--- config.mk ---
export PLATFORM = sky130hd
export DESIGN_NAME = flag_dispense
export DESIGN_NICKNAME = d
export VERILOG_FILES = /design/src/rtl/flag_dispense.sv
export SDC_FILE = /design/constraint.sdc
export NUM_CORES = 1
export LEC_CHECK = 0
export ABC_AREA = 1
export CAP_MARGIN = 20
export CORE_UTILIZATION = 62
export DETAILED_ROUTE_END_ITERATION = 8
export PLACE_DENSITY = 0.88
export SETUP_SLACK_MARGIN = 0.5
export SLEW_MARGIN = 20
export SYNTH_ARGS = -nofsm -noshare
export SYNTH_HDL_FRONTEND = slang
export SYNTH_SLANG_ARGS = --single-unit
export TNS_END_PERCENT = 10
--- constraint.sdc ---
create_clock -name clk -period 3.25 [get_ports clk]
set_input_delay 0.325 -clock clk [delete_from_list [all_inputs] [get_ports clk]]
set_output_delay 0.325 -clock clk [all_outputs]
set_load 0.005 [all_outputs]
--- src/rtl/flag_dispense.sv ---
// Byte buffer between capture and LEDs: stores written bytes in a circular store and shows
// one per debounced BTNR press, oldest first; BTNC clears buffer, display and sticky flags.
module flag_dispense #(
    parameter int DEPTH = 38,
    parameter int CW    = 6
) (
    input  logic          clk,
    input  logic          rst,
    input  logic          wr_en,
    input  logic [7:0]    wr_data,
    input  logic          BTNR,
    input  logic          BTNC,
    output logic [7:0]    disp,
    output logic          disp_valid,
    output logic [CW-1:0] count,
    output logic          empty,
    output logic          full,
    output logic          ovf,
    output logic          udf
);

    typedef enum logic [1:0] {S_IDLE, S_SHOW, S_UNDER} state_t;

    logic          btnr_meta_q, btnr_meta_d, btnr_sync_q, btnr_sync_d, btnr_prev_q, btnr_prev_d;
    logic          btnc_meta_q, btnc_meta_d, btnc_sync_q, btnc_sync_d, btnc_prev_q, btnc_prev_d;
    logic          step_q, step_d, clr_q, clr_d;
    logic [CW-1:0] wr_ptr_q, wr_ptr_d, rd_ptr_q, rd_ptr_d, count_q, count_d;
    logic [7:0]    disp_q, disp_d;
    logic          disp_valid_q, disp_valid_d, ovf_q, ovf_d, udf_q, udf_d;
    state_t        state_q, state_d;
    logic [7:0]    mem_q [DEPTH];
    logic          mem_we, rd_acc, empty_w, full_w;

    function automatic logic [CW-1:0] ptr_inc(input logic [CW-1:0] p);
        return (p == CW'(DEPTH - 1)) ? '0 : p + CW'(1);
    endfunction

    assign empty_w = (count_q == '0);
    assign full_w  = (count_q == CW'(DEPTH));

    always_comb begin
        btnr_meta_d  = BTNR;
        btnr_sync_d  = btnr_meta_q;
        btnr_prev_d  = btnr_sync_q;
        step_d       = btnr_sync_q & ~btnr_prev_q;
        btnc_meta_d  = BTNC;
        btnc_sync_d  = btnc_meta_q;
        btnc_prev_d  = btnc_sync_q;
        clr_d        = btnc_sync_q & ~btnc_prev_q;
        wr_ptr_d     = wr_ptr_q;
        rd_ptr_d     = rd_ptr_q;
        count_d      = count_q;
        disp_d       = disp_q;
        disp_valid_d = disp_valid_q;
        ovf_d        = ovf_q;
        udf_d        = udf_q;
        state_d      = state_q;
        mem_we       = 1'b0;
        rd_acc       = 1'b0;
        if (clr_q) begin
            wr_ptr_d     = '0;
            rd_ptr_d     = '0;
            count_d      = '0;
            disp_d       = '0;
            disp_valid_d = 1'b0;
            ovf_d        = 1'b0;
            udf_d        = 1'b0;
            state_d      = S_IDLE;
        end else begin
            // full/empty are judged on the pre-edge count, so no bypass either way
            if (wr_en) begin
                if (full_w) begin
                    ovf_d = 1'b1;
                end else begin
                    mem_we   = 1'b1;
                    wr_ptr_d = ptr_inc(wr_ptr_q);
                end
            end
            if (step_q) begin
                if (empty_w) begin
                    udf_d   = 1'b1;
                    state_d = S_UNDER;
                end else begin
                    rd_acc       = 1'b1;
                    disp_d       = mem_q[rd_ptr_q];
                    rd_ptr_d     = ptr_inc(rd_ptr_q);
                    disp_valid_d = 1'b1;
                    state_d      = S_SHOW;
                end
            end
            count_d = count_q + (mem_we ? CW'(1) : CW'(0)) - (rd_acc ? CW'(1) : CW'(0));
        end
    end

    always_ff @(posedge clk or posedge rst) begin
        if (rst) begin
            btnr_meta_q  <= 1'b0;
            btnr_sync_q  <= 1'b0;
            btnr_prev_q  <= 1'b0;
            btnc_meta_q  <= 1'b0;
            btnc_sync_q  <= 1'b0;
            btnc_prev_q  <= 1'b0;
            step_q       <= 1'b0;
            clr_q        <= 1'b0;
            wr_ptr_q     <= '0;
            rd_ptr_q     <= '0;
            count_q      <= '0;
            disp_q       <= '0;
            disp_valid_q <= 1'b0;
            ovf_q        <= 1'b0;
            udf_q        <= 1'b0;
            state_q      <= S_IDLE;
        end else begin
            btnr_meta_q  <= btnr_meta_d;
            btnr_sync_q  <= btnr_sync_d;
            btnr_prev_q  <= btnr_prev_d;
            btnc_meta_q  <= btnc_meta_d;
            btnc_sync_q  <= btnc_sync_d;
            btnc_prev_q  <= btnc_prev_d;
            step_q       <= step_d;
            clr_q        <= clr_d;
            wr_ptr_q     <= wr_ptr_d;
            rd_ptr_q     <= rd_ptr_d;
            count_q      <= count_d;
            disp_q       <= disp_d;
            disp_valid_q <= disp_valid_d;
            ovf_q        <= ovf_d;
            udf_q        <= udf_d;
            state_q      <= state_d;
        end
    end

    // Storage is deliberately not reset
    always_ff @(posedge clk) begin
        if (mem_we) begin
            mem_q[wr_ptr_q] <= wr_data;
        end
    end

    assign disp       = disp_q;
    assign disp_valid = disp_valid_q;
    assign count      = count_q;
    assign empty      = empty_w;
    assign full       = full_w;
    assign ovf        = ovf_q;
    assign udf        = udf_q;

endmodule

# [Word level (Yosys, flattened, before mapping)]
# Memory sizes are Yosys's and may differ from the RTL's.
# Cells that the tools add are included.
[totals] register_bits=37 mem_bits_rw=304 inputBits=13 output_inout_bits=19 word_cells=70 memories=1
[mem_list] name="mem_q" depth=38 width=8 read_ports=1 rd_clocked_by_memory_dff=0 wr=1 line_no="31" source="logic [7:0] mem_q [DEPTH];"
[op_classes] addsub=4 eq_ne=5 mux=32 bitwise_logic=4 reduce_logical=9
[op_table] op="2-to-1 mux 6 bit" count=9
[op_table] op="2-to-1 mux 8 bit" count=3
[op_table] op="2-to-1 mux 1 bit" count=20
[op_table] op="equality test 6 bit (second input constant)" count=3
[op_table] op="adder 6 x 1 -> 6 bit (second input constant)" count=2
[op_table] op="AND reduction 2 bit" count=4
[op_table] op="nonzero test 2 bit" count=4
[op_table] op="adder 6 x 1 -> 6 bit" count=1
[op_table] op="zero test 6 bit" count=1
[op_table] op="subtractor 6 x 1 -> 6 bit" count=1
[op_table] op="!= test 2 x 1 -> 1 bit (second input constant)" count=2
[op_table] op="bitwise AND 1 bit" count=2
[op_table] op="inverter 1 bit" count=2

# [Depth between registers and ports, before layout]
# Gate-level depths: netlist of the first run.
[depth] depth_word=8 ltp_mapped=15

# [Worst setup path after synthesis of the first run]
# OpenSTA, ideal clock, no wires.
[synth_timing] kind="reg2reg" from="register count_q[3] (netlist: count[3])" to="memory mem_q[0][0] (enable)" arrival_time_ps=1959 path_slack_ps=896 path_stages_with_launch=8 path_buffers=0 synth_period_minus_slack_ps=2354 cell_sequence="dfrtp_1 > inv_1 > ha_1 > nand4_1 > nand2_1 > nor2_1 > nand3_1 > nor4_1"
[synth_via] elab_chain_len=7
[synth_rtl] item="start, declared" line_no="27" source="logic [CW-1:0] wr_ptr_q, wr_ptr_d, rd_ptr_q, rd_ptr_d, count_q, count_d;"
[synth_rtl] item="start signal, assigned" line_no="124" source="count_q <= count_d;"
[synth_rtl] item="equality test 6 bit" line_no="39" source="assign full_w = (count_q == CW'(DEPTH));"
[synth_rtl] item="2-to-1 mux 1 bit" line_no="72" source="if (full_w) begin"
[synth_rtl] item="2-to-1 mux 1 bit" line_no="71" source="if (wr_en) begin"
[synth_rtl] item="2-to-1 mux 1 bit (2 in series)" line_no="60" source="if (clr_q) begin"
[synth_rtl] item="2-to-1 mux 1 bit" line_no="135" source="if (mem_we) begin"
[synth_rtl] item="2-to-1 mux 1 bit (not written as such)" line_no="136" source="mem_q[wr_ptr_q] <= wr_data;"
[synth_rtl] item="end, declared" line_no="31"
# No other way between the ends. The select of a mux whose other input is x is not followed.

# [Worst setup path after layout of the first run]
[layout_timing] from="register rd_ptr_q[2]" to="register disp_q[3] (netlist: disp[3])"
[layout_via] elab_chain_len=4
[layout_rtl] item="start, declared" line_no="27"
[layout_rtl] item="start signal, assigned" line_no="123" source="rd_ptr_q <= rd_ptr_d;"
[layout_rtl] item="memory read (38 x 8 bit)"
[layout_rtl] item="2-to-1 mux 8 bit" line_no="80" source="if (empty_w) begin"
[layout_rtl] item="2-to-1 mux 8 bit" line_no="79" source="if (step_q) begin"
[layout_rtl] item="2-to-1 mux 8 bit" line_no="60"
[layout_rtl] item="end signal, assigned" line_no="125" source="disp_q <= disp_d;"
[layout_rtl] item="end, declared" line_no="28" source="logic [7:0] disp_q, disp_d;"
# No other way between the ends. The select of a mux whose other input is x is not followed.
# A chain may end at the register's enable or synchronous reset.

==> impl_metrics.py, run 1 <==
metrics = {
    "run_status": {
        "status": "finished, final reports clean",
    },
    "cells_and_area": {
        "final_nets": 1440,
        "fillCellCount": 1410,
        "antenna_cells": 0,
        "finish.utilization_pct": 71.9,
        "drive_above_1_share_pct": 8.14,
        "final_cell_mix": "nand2_1 (429), edfxtp_1 (304), nor2_1 (187)",
        "final_common_cell": "nand2_1",
        "area_growth_syn_to_layout_pct": 13.1,
    },
    "setup_path": {
        "cp_max_fo": 51,
        "critPathBufInv": 1,
        "crit_type": "reg2reg",
        "path_delay_family": "simple AND/OR/NAND/NOR gates",
        "critPathSlowestCell": "inv_2",
        "cp.required_ns": 3.70,
        "cp-start-kind": "flop",
        "r2r_slack_ns": 0.64,
        "worstPathCellList": "inv_2, nor2_4, nand3_1, nand2_1, nor2_1, nand2_1, nand3_1, nand2_1, nand2_1, nand2_1, nand2_1",
        "cp_data_arrival_time_ns": 3.07,
        "critical_path.max_stage_delay_ns": 0.72,
        "critPathCaptureType": "flop",
        "critPathMostFrequentCell": "nand2_1",
    },
    "global_route": {
        "antenna_found_initial": 0,
        "grt_pass1_vias": 10300,
        "grtUsageTotal_pct": 31.1,
        "grt_max_degree": 93,
        "overflow": 0,
        "grt_pass1_wl_um": 55900,
    },
    "logic_synthesis": {
        "synth_cells": 1354,
        "ys_ff_latch": 341,
        "synthTopCellsByArea": "edfxtp_1 (63%), nand2_1 (11%), dfrtp_1 (6.4%), nor2_1 (4.8%), nand3_1 (3.7%)",
        "avgSynthCellArea_um2": 10.7,
        "yosysTopAreaCell": "edfxtp_1",
        "yosysSeqAreaShare_pct": 69.4,
        "syn-num-nets": 1381,
        "yosysUniqueCellTypes": 28,
        "synth_area_mm2": 0.0145,
        "synth-warning-count": 0,
        "yosys.area.top_type_share_pct": 63.0,
    },
    "timing": {
        "setup-tns-final_ns": 0,
        "relSlewSlack_pct": 36.9,
        "setup_viol": 0,
        "worst_pin_slew_ns": 0.945,
        "finalClockSkew_ns": 0.0257,
        "timing.hold.ws_ns": 0.232,
        "rsz0062_at_grt": "no",
        "min_period_over_period_pct": 80.4,
        "fmax_mhz": 383,
        "drv_slew": 0,
        "period_needed_ns": 2.61,
        "finalHoldViolations": 0,
    },
    "clocking": {
        "cts_max_path_buffers": 3,
        "hold_buffers": 0,
        "cts_root_buffer": "clkbuf_16",
        "path_clk_slew_ns": 0.06,
        "htree_num_levels": 2,
        "clk_latency_ns": 0.52,
        "cts_tree": "yes",
        "cts_buffers": 34,
        "post-cts-setup-buffers": 0,
        "cts.sinks": 341,
    },
    "route": {
        "routed_wl_um": 35800,
        "dr.pass1.iters": 6,
        "drt_iter0_drc": 1606,
        "post_drt_via_cell_ratio": 5.97,
        "antenna_left": 0,
        "wl_per_cell_um": 20.5,
        "vias": 10500,
        "drc": 0,
    },
    "floorplan": {
        "design.portCount": 32,
        "dieArea_mm2": 0.0240,
        "core_mm2": 0.0228,
        "die_x_um": 155,
        "die_h_um": 155,
        "rows": 55,
        "initial_core_util_pct": 63.6,
    },
    "placement": {
        "io_buffers": 31,
        "dp_hpwl_um": 21200,
        "gp_congestion": 0.903,
    },
    "job": {
        "drv_cap": 0,
    },
    "power_and_ir_drop": {
        "p_leak_uw": 0.00645,
        "ir_drop_mv": 0.695,
        "p_per_area_mw_per_mm2": 672,
    },
    "worst_hold_path": {
        "holdCritPathClass": "in2async",
    },
}
-- worst min-delay path: cells and delay by family --
kind	cells	cell delay, ns
buffers and inverters	3	0.86
-- report_power, final --
group / total [uW] / internal (uW) / switching (uW)
logic: 2060 / 656 / 1400
registers: 5050 / 4920 / 125
clock network: 3900 / 2330 / 1570
-- kinds of logic after synthesis --
logic type	Yosys count	share of synthesized area, %
compound gates	89	3.22
xor+xnor	6	0.363
fa+ha+maj	14	1.26
flops	341	69.4
simple gates	745	20.6
buf+inv	159	5.11
-- per-stage QoR --
stage	power [uW]	instance area, um2	instances	worst slack (ns)
after floorplan	6390	14500	1354	0.896
after global placement	6980	15300	1690	0.694
after detailed placement	7070	15300	1690	0.657
after CTS	11000	16400	1750	0.551
after global routing	11400	16400	1750	0.506
final	11000	16400	1750	0.636
-- Yosys cell counts (all sizes together) --
cell / count
a31oi: 8
nor2: 188
o22ai: 6
buf: 50
clkbuf: 15
nand2: 429
nand3: 108
fa: 1
nor3: 4
nand4: 9
nor4: 7
xor2: 5
inv: 91
xnor2: 1
a21oi: 23
edfxtp: 304
dfrtp: 37
ha: 13
o21ai: 51
o32ai: 1
clkinv: 3
-- flip-flops by register name (all words and copies together), names as in the netlist, 6 cells and up --
name      flops
disp          8
rd_ptr_q      6
mem_q       304
wr_ptr_q      6
count         6
-- routing by layer --
| metal | up-vias | routed length, um | GRT usage (%) |
|---|---|---|---|
| met4 | 0 | 1630 | 14.6 |
| met1 | 4914 | 12800 | 39.1 |
| met2 | 758 | 17500 | 52.2 |
| li1 | 4635 | - | - |
| met5 | - | 0 | 0 |
| met3 | 145 | 3910 | 6.14 |
-- cell type report --
type	count	area (um2)	share of cell area, %
clock buffer	48	975	5.95
clock inverter	12	135	0.825
inverter	94	355	2.17
multi-input combinational	854	3690	22.6
sequential	341	10100	61.4
tap	313	392	2.39
timing repair buffer	88	763	4.66
-- path summary, 6_finish.rpt --
check / cells past startpoint / start / to
setup / recovery: 11 / rd_ptr_q[2] / disp[3]
hold / removal: 3 / rst / btnr_prev_d
setup reg to reg: 11 / rd_ptr_q[2] / disp[3]
hold reg to reg: 0 / btnr_meta_q / btnr_prev_d
max in group asynchronous: 3 / rst / rd_ptr_q[0]
min in group clk: 1 / BTNR / btnr_meta_q
-- what timing repair did --
item / in CTS / in global routing
setup endpoints to repair: 0 / 1
endpoints found under the hold margin: 0 / 0
gates resized for setup: 0 / 5
(Power assumes the default switching activity.)
==> run 2: changes to the inputs <==
==> constraint.sdc (replaced) <==
create_clock -name clk -period 2.5 [get_ports clk]
set_input_delay 0.25 -clock clk [delete_from_list [all_inputs] [get_ports clk]]
set_output_delay 0.25 -clock clk [all_outputs]
set_load 0.005 [all_outputs]
==> impl_metrics.py, run 2 (synthesis results as in run 1) <==
metrics = {
    "floorplan": {
        "design.portCount": 32,
        "dieArea_mm2": 0.0240,
        "core_mm2": 0.0228,
        "die_h_um": 155,
        "rows": 55,
        "initial_core_util_pct": 63.6,
        "die_x_um": 155,
    },
    "setup_path": {
        "cp.required_ns": 2.91,
        "cp-start-kind": "flop",
        "critPathCaptureType": "flop",
        "crit_type": "reg2reg",
        "cp_max_fo": 3,
        "reg2regPathDepth": 15,
        "regToRegEndpoint": "count[4]",
        "r2r_slack_ns": -0.01,
        "cp_data_arrival_time_ns": 2.92,
        "r2r-start": "count[3]",
    },
    "cells_and_area": {
        "antenna_cells": 0,
        "layout.cells.non_filler": 1797,
        "drive_above_1_share_pct": 13.9,
        "largest_reg_flops": 304,
        "final_nets": 1485,
        "area_growth_syn_to_layout_pct": 18.2,
        "final_common_cell": "nand2_1",
        "final_cell_mix": "nand2_1 (424), edfxtp_1 (304), nor2_1 (177)",
        "regMostFlops": "mem_q",
    },
    "clocking": {
        "cts_root_buffer": "clkbuf_16",
        "hold_buffers": 0,
        "cts_buffers": 34,
        "htree_num_levels": 2,
        "cts.sinks": 341,
        "path_clk_slew_ns": 0.07,
        "clk_latency_ns": 0.52,
        "cts_max_path_buffers": 3,
        "cts_tree": "yes",
    },
    "timing": {
        "rsz0062_at_grt": "yes",
        "min_period_over_period_pct": 101,
        "drv_slew": 0,
        "timing.hold.ws_ns": 0.0851,
        "finalClockSkew_ns": 0.0141,
        "finalHoldViolations": 0,
        "period_needed_ns": 2.51,
        "relSlewSlack_pct": 55.5,
        "fmax_mhz": 398,
        "worst_pin_slew_ns": 0.664,
        "setup_viol": 1,
        "fin_ws_ns": -0.0148,
    },
    "power_and_ir_drop": {
        "ir_drop_mv": 0.918,
        "p_switching_uw": 4480,
        "p_comb_share_pct": 22.2,
        "p_per_area_mw_per_mm2": 882,
        "p_seq_share_pct": 43.7,
        "p_leak_uw": 0.00674,
        "p_int_uw": 10600,
        "swShare_pct": 29.7,
        "p_clk_share_pct": 34.1,
    },
    "route": {
        "drc": 0,
        "dr.pass1.iters": 7,
        "wl_per_cell_um": 22.1,
        "antenna_left": 0,
        "vias": 10900,
        "post_drt_via_cell_ratio": 6.09,
        "drt_iter0_drc": 1737,
        "routed_wl_um": 39800,
    },
    "job": {
        "drv_cap": 0,
    },
    "global_route": {
        "grt_max_degree": 91,
        "grt_pass1_wl_um": 55300,
        "antenna_found_initial": 0,
        "overflow": 0,
        "grtUsageTotal_pct": 31.0,
        "grt_pass1_vias": 10200,
    },
    "run_status": {
        "violations": "setup timing",
        "status": "finished with violations",
    },
    "placement": {
        "gp_congestion": 0.919,
        "io_buffers": 31,
        "placed_cells": 1700,
        "dp_hpwl_um": 20800,
        "pre_cts_slack_ns": -0.0395,
    },
    "worst_hold_path": {
        "holdCritPathClass": "in2async",
    },
}
## run 2: how the worst max path moves through the flow
stage,from,end,slack [ns]
2_1_floorplan,count[4],count[4],0.35
3_3_place_gp,wr_en,mem_q[9][3],0.16
5_1_grt,count[3],count[4],-0.06
4_1_cts,count[5],count[4],0.17
6_report,count[3],count[4],-0.01
3_5_place_dp,count[3],mem_q[8][0],-0.04
## run 2: per-layer routing
| metal | routed length [um] | GRT usage, % | share of wire (%) | up-vias |
|---|---|---|---|---|
| li1 | - | - | - | 4726 |
| met1 | 13300 | 38.9 | 33 | 5074 |
| met2 | 18800 | 50.9 | 47 | 917 |
| met3 | 5060 | 6.08 | 13 | 223 |
| met4 | 2580 | 17.8 | 6.5 | 0 |
| met5 | 0 | 0 | 0 | - |
## run 2: critical path, cell delays in order, from the launching register on
cell     delay [ns]
dfrtp_1        0.40
inv_2          0.10
ha_4           0.14
nand4_1        0.16
nand2_2        0.16
inv_4          0.06
ha_4           0.26
inv_2          0.04
ha_4           0.15
fa_2           0.37
nand2_2        0.08
inv_2          0.05
o21ai_2        0.15
nand2_1        0.09
o21ai_1        0.13
a21oi_1        0.05
## run 2: cell type report
type	count	area, um2
Sequential cell	341	10100
Fill cell	1284	5650
Multi-Input combinational cell	854	3900
Timing Repair Buffer	132	1260
Clock buffer	46	991
Tap cell	313	392
Inverter	94	377
Clock inverter	16	136
Timing Repair inverter	1	8.76
## run 2: what timing repair did
item                                    in CTS  in global routing
setup buffers                               11                 19
gates cloned                                 0                  5
resized for setup                           18                 55
endpoints found under the setup margin     322                329
pin swaps                                    2                 16
## run 2: power groups by stage
stage	combinational [uW]	sequential (uW)	clock, uW
global placement	2450	6690	0
global route	3540	6620	5340
floorplan	1730	6610	0
finish	3350	6610	5150
CTS	2710	6590	5110
detailed placement	2550	6710	0
## run 2: through the flow
| step | power (uW) | instance area (um2) | TNS [ns] | util (%) |
|---|---|---|---|---|
| after floorplan | 8340 | 14500 | 0 | - |
| after global placement | 9140 | 15400 | 0 | 67.6 |
| after detailed placement | 9270 | 15400 | -0.457 | 67.6 |
| after CTS | 14400 | 16700 | 0 | 73.2 |
| after global routing | 15500 | 17100 | -0.0611 | 75.2 |
| final | 15100 | 17100 | -0.0148 | 75.2 |
==> run 3: changes to the inputs <==
--- a/config.mk
+++ b/config.mk
@@ -8,8 +8,9 @@
 export ABC_AREA = 1
 export CAP_MARGIN = 20
 export CORE_UTILIZATION = 62
+export CTS_CLUSTER_DIAMETER = 30
 export DETAILED_ROUTE_END_ITERATION = 8
-export PLACE_DENSITY = 0.88
+export PLACE_DENSITY = 0.8
 export SETUP_SLACK_MARGIN = 0.5
 export SLEW_MARGIN = 20
 export SYNTH_ARGS = -nofsm -noshare
==> impl_metrics.py, run 3 (synthesis results as in run 1) <==
metrics = {
    "run_status": {
        "status": "finished, final reports clean",
    },
    "clocking": {
        "cts_buffers": 55,
        "htree_num_levels": 2,
        "cts_root_buffer": "clkbuf_16",
        "cts.sinks": 341,
        "path_clk_slew_ns": 0.06,
        "cts_tree": "yes",
        "cts_max_path_buffers": 3,
        "clk_latency_ns": 0.57,
    },
    "placement": {
        "io_buffers": 31,
        "pre_cts_slack_ns": 0.184,
        "dp_hpwl_um": 20000,
        "gp_congestion": 0.887,
        "placed_area_mm2": 0.0154,
        "placed_cells": 1698,
    },
    "timing": {
        "rsz0062_at_grt": "yes",
        "relSlewSlack_pct": 59.2,
        "fmax_mhz": 407,
        "finalClockSkew_ns": 0.0254,
        "timing.hold.ws_ns": 0.115,
        "fin_ws_ns": 0.0442,
        "period_needed_ns": 2.46,
        "min_period_over_period_pct": 98.2,
        "worst_pin_slew_ns": 0.608,
        "finalHoldViolations": 0,
        "setup_viol": 0,
        "drv_slew": 0,
    },
    "floorplan": {
        "die_x_um": 155,
        "die_h_um": 155,
        "rows": 55,
        "design.portCount": 32,
        "dieArea_mm2": 0.0240,
        "core_mm2": 0.0228,
        "initial_core_util_pct": 63.6,
    },
    "cells_and_area": {
        "layout.cells.non_filler": 1838,
        "final_cell_mix": "nand2_1 (411), edfxtp_1 (304), nor2_1 (186)",
        "final_nets": 1506,
        "largest_reg_flops": 304,
        "drive_above_1_share_pct": 16.7,
        "regMostFlops": "mem_q",
        "fillCellCount": 1174,
        "area_growth_syn_to_layout_pct": 24.4,
        "final_common_cell": "nand2_1",
        "antenna_cells": 0,
        "final_area_mm2": 0.0180,
    },
    "route": {
        "drc": 0,
        "dr.pass1.iters": 9,
        "drt_iter0_drc": 1499,
        "wl_per_cell_um": 22.7,
        "antenna_left": 0,
        "vias": 11300,
        "routed_wl_um": 41800,
        "post_drt_via_cell_ratio": 6.16,
    },
    "setup_path": {
        "cp.required_ns": 2.95,
        "cp_max_fo": 3,
        "cp_data_arrival_time_ns": 2.90,
        "crit_type": "reg2reg",
        "critPathCaptureType": "flop",
        "cp-start-kind": "flop",
    },
    "power_and_ir_drop": {
        "p_comb_share_pct": 19.1,
        "p_int_uw": 12800,
        "p_seq_share_pct": 36.6,
        "p_leak_uw": 0.00718,
        "swShare_pct": 29.0,
        "power_uw": 18000,
        "ir_drop_mv": 1.03,
        "p_clk_share_pct": 44.3,
        "p_per_area_mw_per_mm2": 1000,
        "p_switching_uw": 5230,
    },
    "global_route": {
        "grt_max_degree": 107,
        "grtUsageTotal_pct": 32.2,
        "grt_pass1_wl_um": 57700,
        "overflow": 0,
        "grt_pass1_vias": 10600,
        "antenna_found_initial": 0,
    },
    "worst_hold_path": {
        "holdCritPathClass": "in2async",
    },
    "job": {
        "drv_cap": 0,
    },
}
==> run 3: cell count changes in the layout (fill, tap and decap cells not counted), sizes merged <==
cell and change:
clkbuf +18, inv +8, bufinv +6, clkinv +5, clkinvlp +3, buf +1
==> run 3: worst paths after layout <==
| check | cells past startpoint | slack, ns | from | endpoint |
|---|---|---|---|---|
| hold reg to reg | 0 | 0.36 | btnr_meta_q | btnr_prev_d |
| hold / removal | 3 | 0.12 | rst | btnr_prev_q |
| setup / recovery | 15 | 0.04 | count[2] | count[4] |
| max in group asynchronous | 3 | 1.97 | rst | rd_ptr_q[0] |
| min in group clk | 1 | 0.12 | BTNR | btnr_meta_q |
| setup reg to reg | 15 | 0.04 | count[2] | count[4] |
==> run 3: routing by layer <==
| layer | part of all wire (%) | routed length, um | vias up | GRT usage (%) |
|---|---|---|---|---|
| li1 | - | - | 4795 | - |
| met1 | 35 | 14600 | 5266 | 41.5 |
| met2 | 47 | 19600 | 1020 | 52.4 |
| met3 | 12 | 5170 | 245 | 5.91 |
| met4 | 5.9 | 2470 | 0 | 17.0 |
| met5 | 0 | 0 | - | 0 |
==> run 3: area by class of cell <==
class / instances / area (um2) / area share (%)
Timing Repair inverter: 1 / 8.76 / 0.0486
Clock inverter: 38 / 472 / 2.62
Clock buffer: 65 / 1490 / 8.26
Tap cell: 313 / 392 / 2.17
Sequential cell: 341 / 10100 / 55.8
Timing Repair Buffer: 132 / 1290 / 7.14
Inverter: 94 / 393 / 2.18
Multi-Input combinational cell: 854 / 3920 / 21.8
==> run 3: power groups by stage <==
stage	Sequential (uW)	Combinational (uW)	Clock (uW)
finish	6600	3440	7980
global route	6600	3650	8230
detailed placement	6670	2540	0
global placement	6660	2480	0
floorplan	6610	1730	0
CTS	6580	2830	7920
==> run 3: per-stage QoR <==
stage	setup TNS [ns]	util [%]
finish	0	79.1
detailed placement	0	67.5
global placement	0	67.5
CTS	0	76.8
floorplan	0	-
global route	-0.0507	79.1
==> run 3: timing repair <==
item,CTS,global route
hold endpoints to repair,0,0
pin swaps,9,13
endpoints found under the setup margin,314,326
buffers inserted,13,19
hold buffers,0,0
gates cloned,0,5
resized for setup,19,72
==> run 3: critical path, cell delays in order (launching register included) <==
cell and delay (ns):
dfrtp_1 0.40, inv_2 0.10, ha_4 0.13, nand4_1 0.12, nand2_1 0.13, inv_2 0.07, ha_4 0.27, inv_2 0.04
ha_4 0.16, fa_2 0.39, nand2_2 0.08, inv_2 0.04, o21ai_1 0.13, nand2_1 0.09, o21ai_1 0.14, a21oi_1 0.05
